--- src/rtl/spi_pkg.sv ---
// Shared SPI definitions: word width and receive FSM state encoding.
package spi_pkg;

  localparam int unsigned SPI_WORD_WIDTH = 32;
  localparam int unsigned SPI_STATE_W    = 2;

  typedef enum logic [SPI_STATE_W-1:0] {
    ST_IDLE    = 2'd0,
    ST_SHIFT   = 2'd1,
    ST_FULL    = 2'd2,
    ST_DISCARD = 2'd3
  } spi_state_e;

endpackage

--- src/rtl/spi_rx_shift.sv ---
// MSB-first receive shift register with bit counter; last_bit_c flags that the
// shift taken on this edge completes a WIDTH-bit word.
module spi_rx_shift
  import spi_pkg::*;
#(
  parameter int unsigned WIDTH = SPI_WORD_WIDTH
) (
  input  logic             sclk,
  input  logic             reset,
  input  logic             shift_en,
  input  logic             clear,
  input  logic             sdi,
  output logic [WIDTH-1:0] word,
  output logic             last_bit_c
);

  localparam int unsigned CNT_W = $clog2(WIDTH + 1);

  logic [WIDTH-1:0] shreg_q, shreg_d;
  logic [CNT_W-1:0] cnt_q, cnt_d;

  // clear wins over shift; the FSM never asserts both
  always_comb begin
    shreg_d = shreg_q;
    cnt_d   = cnt_q;
    if (clear) begin
      shreg_d = '0;
      cnt_d   = '0;
    end else if (shift_en) begin
      shreg_d = {shreg_q[WIDTH-2:0], sdi};
      cnt_d   = cnt_q + CNT_W'(1);
    end
  end

  always_ff @(posedge sclk or posedge reset) begin
    if (reset) begin
      shreg_q <= '0;
      cnt_q   <= '0;
    end else begin
      shreg_q <= shreg_d;
      cnt_q   <= cnt_d;
    end
  end

  assign word       = shreg_q;
  assign last_bit_c = (cnt_q == CNT_W'(WIDTH - 1));

endmodule

--- src/rtl/spi_0i_32o.sv ---
// SPI receive-only deserialiser: frames of exactly WIDTH bits update pdo and
// pulse data_valid; shorter or longer frames pulse frame_error.
module spi_0i_32o
  import spi_pkg::*;
#(
  parameter int unsigned WIDTH    = SPI_WORD_WIDTH,
  parameter int unsigned CNT_BITS = 8
) (
  input  logic                sclk,
  input  logic                reset,
  input  logic                cs,
  input  logic                sdi,
  output logic [WIDTH-1:0]    pdo,
  output logic                data_valid,
  output logic                frame_error,
  output logic [CNT_BITS-1:0] frame_count
);

  spi_state_e          state_q, state_d;
  logic [WIDTH-1:0]    pdo_q, pdo_d;
  logic                data_valid_q, data_valid_d;
  logic                frame_error_q, frame_error_d;
  logic [CNT_BITS-1:0] frame_count_q, frame_count_d;

  logic             shift_en_c;
  logic             clear_c;
  logic             last_bit_c;
  logic [WIDTH-1:0] word;

  spi_rx_shift #(
    .WIDTH (WIDTH)
  ) u_shift (
    .sclk       (sclk),
    .reset      (reset),
    .shift_en   (shift_en_c),
    .clear      (clear_c),
    .sdi        (sdi),
    .word       (word),
    .last_bit_c (last_bit_c)
  );

  // sdi is only consumed through shift_en_c, which requires cs low
  always_comb begin
    state_d       = state_q;
    pdo_d         = pdo_q;
    data_valid_d  = 1'b0;
    frame_error_d = 1'b0;
    frame_count_d = frame_count_q;
    shift_en_c    = 1'b0;
    clear_c       = 1'b0;
    case (state_q)
      ST_IDLE: begin
        if (!cs) begin
          shift_en_c = 1'b1;
          state_d    = ST_SHIFT;
        end
      end
      ST_SHIFT: begin
        if (!cs) begin
          shift_en_c = 1'b1;
          if (last_bit_c) state_d = ST_FULL;
        end else begin
          frame_error_d = 1'b1;
          clear_c       = 1'b1;
          state_d       = ST_IDLE;
        end
      end
      ST_FULL: begin
        if (cs) begin
          pdo_d         = word;
          data_valid_d  = 1'b1;
          frame_count_d = frame_count_q + CNT_BITS'(1);
          clear_c       = 1'b1;
          state_d       = ST_IDLE;
        end else begin
          frame_error_d = 1'b1;
          state_d       = ST_DISCARD;
        end
      end
      ST_DISCARD: begin
        if (cs) begin
          clear_c = 1'b1;
          state_d = ST_IDLE;
        end
      end
      default: state_d = ST_IDLE;
    endcase
  end

  always_ff @(posedge sclk or posedge reset) begin
    if (reset) begin
      state_q       <= ST_IDLE;
      pdo_q         <= '0;
      data_valid_q  <= 1'b0;
      frame_error_q <= 1'b0;
      frame_count_q <= '0;
    end else begin
      state_q       <= state_d;
      pdo_q         <= pdo_d;
      data_valid_q  <= data_valid_d;
      frame_error_q <= frame_error_d;
      frame_count_q <= frame_count_d;
    end
  end

  assign pdo         = pdo_q;
  assign data_valid  = data_valid_q;
  assign frame_error = frame_error_q;
  assign frame_count = frame_count_q;

endmodule

--- config.mk ---
export PLATFORM = sky130hd
export DESIGN_NAME = spi_0i_32o
export DESIGN_NICKNAME = d
export VERILOG_FILES = /design/src/rtl/spi_pkg.sv /design/src/rtl/spi_rx_shift.sv /design/src/rtl/spi_0i_32o.sv
export SDC_FILE = /design/constraint.sdc
export NUM_CORES = 1
export LEC_CHECK = 0
export ABC_AREA = 1
export CORE_ASPECT_RATIO = 0.75
export CORE_MARGIN = 3
export CORE_UTILIZATION = 40
export CTS_CLUSTER_SIZE = 8
export DETAILED_ROUTE_END_ITERATION = 8
export MAX_ROUTING_LAYER = met4
export SYNTH_ARGS = -nofsm -noshare
export SYNTH_HDL_FRONTEND = slang
export SYNTH_SLANG_ARGS = --single-unit
--- constraint.sdc ---
create_clock -name sclk -period 8.9 [get_ports sclk]
set_clock_uncertainty 0.1 [all_clocks]
set_input_delay 2.67 -clock sclk [delete_from_list [all_inputs] [get_ports sclk]]
set_output_delay 2.67 -clock sclk [all_outputs]
set_load 0.05 [all_outputs]
== Yosys cells after proc, flatten, opt, wreduce, memory -nomap -nowiden ==
Cells that the tools add are included.

* Add/subtract/negate cells: 2
* Equal/unequal tests: 7
* Multiplexer cells: 16
* Reduce and logical (&&, ||, !) cells: 6

{| class="wikitable"
|+ Operators with widths
! operator !! count
|-
| $mux 32 || 2
|-
| $mux 6 || 2
|-
| $mux 2 || 5
|-
| $add 8x1->8 const B || 1
|-
| $pmux 2 s4 || 1
|-
| $add 6x1->6 const B || 1
|-
| $eq 6x5->1 const B || 1
|-
| $mux 1 || 5
|-
| $eq 2x2->1 const B || 2
|-
| $ne 2x2->1 const B || 2
|-
| $ne 3x3->1 const B || 1
|-
| $reduce_and 3->1 || 1
|-
| $reduce_or 3->1 || 1
|-
| $eq 2x1->1 const B || 1
|-
| $logic_not 2->1 || 1
|-
| $pmux 1 s2 || 1
|-
| $reduce_and 2->1 || 1
|-
| $reduce_bool 2->1 || 1
|-
| $reduce_or 2->1 || 1
|}

* Flip-flop bits (word level): 82
* Input port bits: 4
* Output and inout bits: 42

== Depth between registers and ports, before layout ==
Gate-level depths: netlist of the first run.

* Depth in word-level cells: 5
* Gate-level depth with buffers: 7

== Hierarchy ==
A second synthesis of the first run with hierarchy kept.

* Cell total of the unflattened synthesis: 340
* Area, all modules: 3270.6 um^2

{| class="wikitable"
|+ By module, submodules not included
! module !! times used !! cells an instance !! area each (um^2)
|-
| spi_0i_32o || 1 || 196 || 1755.4
|-
| spi_rx_shift || 1 || 144 || 1515.2
|}

== Worst setup path before layout of the first run ==
No wires, ideal clock.

* Kind: register -> output
* From: register frame_count_q[3], in the netlist frame_count[3]
* To: output port frame_count[3]
* Data arrival time: 671 ps
* Data required time: 6130 ps
* Path slack: 5459 ps
* Cell stages (with the launch flop): 1
* Buffers on the path: 0
* Cell sequence: dfrtp_1

{| class="wikitable"
|+ RTL lines
! what !! RTL line !! RTL
|-
| start: declaration || spi_0i_32o.sv:23 || <nowiki>logic [CNT_BITS-1:0] frame_count_q, frame_count_d;</nowiki>
|-
| start signal: assignment || spi_0i_32o.sv:102 || <nowiki>frame_count_q <= frame_count_d;</nowiki>
|-
| end: declaration || spi_0i_32o.sv:16 || <nowiki>output logic [CNT_BITS-1:0] frame_count</nowiki>
|}

No word-level cell between the ends.

== Final worst setup path of the first run ==
* From: register frame_count_q[4], in the netlist frame_count[4]
* To: output port frame_count[4]

No word-level cell between the ends.

==> results of run 1 <==
where the power goes:
group	switching, W	internal, W
registers	0.00000909	0.000385
logic	0.0000322	0.0000152
clock network	0.000131	0.000139
per-layer routing:
metal	vias to the layer above	track usage [%]	wire, µm
li1	1125	-	-
met1	1024	18.9	2840
met2	42	20.9	2580
met3	7	4.69	241
met4	0	4.81	76
met5	-	-	0
synthesized netlist by cell type:
library cell  instances
dfrtp_1              82
buf_6                 6
nor2_1               10
inv_2                 4
nand3_1              11
ha_1                  2
nand2_4               2
nand2_1              66
o21ai_2               5
nand2_2               1
xor2_1                2
o21ai_0              20
a21oi_1               2
nor2_2                2
o21ai_1              16
o22ai_2               3
nor2_4                1
xnor2_1               1
clkbuf_1              2
inv_1                47
nand4_1               2
o22ai_1              28
nand3_4               1
buf_2                 5
area by class of cell:
type                    instances  area [µm²]  share of cell area [%]
repair buffers                 46         458                    11.6
well taps                     101         126                    3.20
inverters                      51         193                    4.87
multi-input cells             175         921                    23.3
clock inverters                 5        62.6                    1.58
clock buffers                  11         141                    3.58
flip-flops and latches         82        2050                    51.9
registers in the layout, indices dropped and copies added, names as in the netlist:
register / flops
data_valid: 1
frame_count: 8
frame_error: 1
pdo: 32
state_q: 2
u_shift.cnt_q: 6
u_shift.word: 32
kinds of logic (layout without fill, tap and decap cells):
| group | count (synthesis) | in the layout |
|---|---|---|
| XOR/XNOR | 3 | 3 |
| adder cells (fa/ha/maj) | 2 | 2 |
| buffers and inverters | 64 | 113 |
| AO/OA/AOI/OAI | 74 | 74 |
| flip-flops | 82 | 82 |
| AND/OR/NAND/NOR | 96 | 96 |
how the worst max path moves through the flow:
| stage | to | slack (ns) | cells past startpoint |
|---|---|---|---|
| 2_1_floorplan | data_valid | 4.02 | 1 |
| 3_3_place_gp | frame_count[5] | 4.26 | 6 |
| 3_5_place_dp | frame_count[5] | 4.21 | 6 |
| 4_1_cts | frame_count[4] | 4.47 | 1 |
| 5_1_grt | frame_count[4] | 4.42 | 1 |
| 6_report | frame_count[4] | 4.51 | 1 |
placed cells by master, fill, tap and decap left out:
cell             Yosys  final
xnor2_1              1      1
clkbuf_8             0     10
nand4_1              2      2
bufinv_16            0      1
xor2_1               2      2
nand2_1             66     66
clkinv_2             0      1
clkinv_4             0      1
o22ai_2              3      3
o21ai_2              5      5
nor2_4               1      1
clkinvlp_4           0      2
inv_1               47     46
a21oi_1              2      2
nand2_2              1      1
o21ai_1             16     16
clkdlybuf4s50_1      0     45
nand2_4              2      2
o21ai_0             20     20
buf_4                0      1
nor2_1              10     10
inv_2                4      4
nor2_2               2      2
dfrtp_1             82     82
nand3_4              1      1
clkbuf_1             2      1
o22ai_1             28     28
ha_1                 2      2
nand3_1             11     11
inv_6                0      1
worst register-to-register path: stages (launching register included):
cell and delay [ns]:
dfrtp_1 0.40, inv_1 0.13, nand3_4 0.55, nor2_1 0.42, nand3_1 0.11, nand2_1 0.07
nand2_1 0.05
per-stage QoR:
stage	util (%)	power [W]
2_1_floorplan	-	0.000439
3_3_place_gp	49.1	0.000448
3_5_place_dp	49.1	0.000450
4_1_cts	51.8	0.000724
5_1_grt	51.8	0.000747
6_report	51.8	0.000712
==> results.toml, run 1 <==
[place]
hpwl_um = 3700
preCtsSetupSlack_ns = 4.21
dp_cells = 455
place_area_um2 = 3750
place.gp.congestion = 0.795
portBuffers = 45

[timing]
timing_worst_slew_pin_value_ns = 1.00
finalCritPeriodShare_pct = 49.4
slew_headroom_pct = 33.3
tns_ns = 0
finalHoldViolations = 0
timing.fmax_mhz = 228
fin_crit_ns = 4.39
rsz0062_at_grt = "false"
drv_slew = 0
whs_ns = 0.385
finalSetupViolCount = 0
setup_ws_ns = 4.51

[critical_path]
crit_chain = "clkdlybuf4s50_1"
worstReg2RegEnd = "frame_count[5]"
crit_start = "frame_count[4]"
start_kind = "register"
cpMaxStageDelayCell = "clkdlybuf4s50_1"
ff2ff_setup_slack_ns = 6.97
slowest_delay_ns = 0.84
crit_family = "buffers and inverters"
path_buf_inv = 1
worstPathRequired_ns = 6.13
worstPathArrival_ns = 1.62
worstPathMaxFanout = 7
r2r-start = "state_q[0]"
critPathCaptureType = "output port"
critical_path_class = "register to output port"
reg2reg_depth = 6

[finish]
n_fill_cell = 715
drive_gt1_share_pct = 9.73
n_antenna_cell = 0
fin_area_um2 = 3950
area_growth_pct = 21.1
final_nets = 371
final_cells = 471

[drt]
drc = 0
postRouteAntennaNets = 0
wirelength_um = 5740
dr_total_vias = 2198
vias_per_cell = 4.67
first_iter_violations = 123
wl_per_cell_um = 12.2
dr.pass1.iters = 4

[synth]
yosysTopAreaCell = "dfrtp_1"
synth_seq_cells = 82
synth_mux_area_share_pct = 0
synth_compound_area_share_pct = 13.7
syn_inst = 321
synth_adder_area_share_pct = 0.767
synth_xor_area_share_pct = 0.805
synth-seq-area-share_pct = 62.9
syn_avg_cell_area_um2 = 10.2
postSynthNetCount = 327
yosys.area_share.simple_pct = 13.0
synth_top_cell_area_share_pct = 62.9
synth_area_leaders = "dfrtp_1 (63%), nand2_1 (7.6%), inv_1 (5.4%)"
ys_types = 24
synth_top_family_by_area = "compound AO/OA/AOI/OAI gates"
syn_area_um2 = 3260
yosysWarnings = 0

[cts]
clkTransAtPathRegs_ns = 0.08
h-tree-depth = 3
cts.sinks = 82
cts_resized = 0
cts_tree = "built"
cts_hold_buffers = 0
insertion_delay_ns = 0.34
cts_buffers = 9
clk_path_buf_depth = 2
cts_setup_buffers = 0
cts_root_buf = "clkbuf_8"

[global_routing]
grt_pass1_vias = 2215
grt_usage_pct = 14.3
overflow = 0
grt_pass1_wl_um = 10200
grt_max_degree = 83
grt_antenna_before_repair = 0

[die]
die_y_um = 84.2
pin_count = 46
rows = 27
die_area_um2 = 9290
die_x_um = 110
coreArea_um2 = 7630
initial_core_util_pct = 42.8

[min_path]
hold-path-endpoint = "pdo[25]"
min_path_type = "register to register"
min_from = "pdo[25]"
min_path_cells = 2

[power]
p_per_area_nw_per_um2 = 180
p_leak_nw = 1.75
vdd_drop_max_mv = 0.111

[flow_run]
cap_violations = 0

[outcome]
status = "completed"
(Power assumes the default switching activity.)
==> run 2, diff against run 1 <==
- clock period: 8.9 -> 4.1 ns (I/O delays scaled with it)
==> run 2 against run 1 <==
Register-to-register slack got worse by 4.6 ns; clock power is 100% higher; critical path depth is the same; total power up 110%; largest power group unchanged.
==> results.toml, run 2 (synthesized netlist as in run 1, its figures left out) <==
[cts]
insertion_delay_ns = 0.35
clk_path_buf_depth = 2
cts_setup_buffers = 0
cts.sinks = 82
clkTransAtPathRegs_ns = 0.09
h-tree-depth = 3
cts_buffers = 9
cts_resized = 0
cts_root_buf = "clkbuf_8"
cts_hold_buffers = 0
cts_tree = "built"

[critical_path]
critPathCaptureType = "output port"
worstPathArrival_ns = 1.64
critical_path_class = "register to output port"
cpMaxStageDelayCell = "clkdlybuf4s50_1"
slowest_delay_ns = 0.84
crit_family = "buffers and inverters"
worstPathMaxFanout = 7
crit_chain = "clkdlybuf4s50_1"
worstPathRequired_ns = 2.77
path_buf_inv = 1
start_kind = "register"

[power]
p_seq_share_pct = 56.8
vdd_drop_max_mv = 0.178
p_comb_share_pct = 6.9
power_frac_clock_pct = 36.3
p_per_area_nw_per_um2 = 381
power.share.switching_pct = 24.6
p_switching_w = 0.000370
p_leak_nw = 1.76
internal_power_w = 0.00114
power_w = 0.00151

[timing]
drv_slew = 0
timing.fmax_mhz = 337
finalHoldViolations = 0
rsz0062_at_grt = "false"
finalSetupViolCount = 0
setup_ws_ns = 1.13
fin_crit_ns = 2.97
finalCritPeriodShare_pct = 72.4
tns_ns = 0
timing_worst_slew_pin_value_ns = 0.954
slew_headroom_pct = 36.3

[drt]
wirelength_um = 5940
first_iter_violations = 90
dr.pass1.iters = 4
vias_per_cell = 4.75
wl_per_cell_um = 12.6
postRouteAntennaNets = 0
dr_total_vias = 2246
drc = 0

[finish]
n_antenna_cell = 0
final_nets = 373
final_cell_mix = "dfrtp_1 (82), nand2_1 (66), inv_1 (46)"
drive_gt1_share_pct = 10.5
final_common_cell = "dfrtp_1"
area_growth_pct = 21.2

[die]
rows = 27
die_x_um = 110
die_y_um = 84.2
pin_count = 46
initial_core_util_pct = 42.8
coreArea_um2 = 7630
die_area_um2 = 9290

[place]
preCtsSetupSlack_ns = 1.11
portBuffers = 45
place.gp.congestion = 0.835
hpwl_um = 3870

[global_routing]
grt_pass1_vias = 2214
overflow = 0
grt_max_degree = 57
grt_usage_pct = 14.8
grt_antenna_before_repair = 0
grt_pass1_wl_um = 10500

[flow_run]
cap_violations = 0

[min_path]
min_path_type = "register to register"

[outcome]
status = "completed"
## run 2: changes by cell type in the layout (fill, tap and decap cells not counted), sizes merged
cell and change:
clkbuf +1, clkinv +1, inv -1, bufinv -1
buf +2
## run 2: layer usage
| layer | share of wire, % | up-vias | global-route usage (%) |
|---|---|---|---|
| li1 | - | 1136 | - |
| met1 | 49 | 1057 | 19.5 |
| met2 | 45 | 47 | 21.8 |
| met3 | 4.9 | 6 | 5.30 |
| met4 | 1.2 | 0 | 4.03 |
| met5 | 0 | - | - |
## run 2: path summary, 6_finish.rpt
kind                       slack (ns)           start  cells past startpoint          endpoint
max                              1.13  frame_count[4]                      1    frame_count[4]
min                              0.39         pdo[23]                      2           pdo[23]
max reg2reg                      2.40      state_q[0]                      6    frame_count[5]
min reg2reg                      0.39         pdo[23]                      2           pdo[23]
max in group asynchronous        1.87           reset                      3            pdo[3]
min in group asynchronous        1.29           reset                      2  u_shift.word[17]
## run 2: worst reg2reg max path, stage by stage, from the launching register on
cell,delay [ns]
dfrtp_1,0.40
inv_1,0.13
nand3_4,0.38
nor2_1,0.35
nand3_1,0.11
nand2_1,0.07
nand2_1,0.05
## run 2: power groups by stage
stage               sequential (W)  clock [W]  combinational [W]
finish                    0.000857   0.000547           0.000104
global route              0.000860   0.000604           0.000120
CTS                       0.000856   0.000564           0.000107
detailed placement        0.000872          0           0.000106
global placement          0.000871          0           0.000103
floorplan                 0.000871          0          0.0000806
## run 2: stage by stage
| stage | hold slack, ns | instances | util, % | area (µm²) |
|---|---|---|---|---|
| 3_3_place_gp | 0.370 | 457 | 49.3 | 3760 |
| 4_1_cts | 0.394 | 473 | 51.8 | 3960 |
| 3_5_place_dp | 0.375 | 457 | 49.3 | 3760 |
| 2_1_floorplan | 0.370 | 321 | - | 3260 |
| 6_report | 0.388 | 473 | 51.8 | 3960 |
| 5_1_grt | 0.409 | 473 | 51.8 | 3960 |
## run 2: area by class of cell
class                      instances  area [µm²]
inverter                          51         193
clock inverter                     4        25.0
timing repair buffer              48         473
multi-input combinational        175         921
tap                              101         126
fill                             724        3680
sequential                        82        2050
clock buffer                      12         165
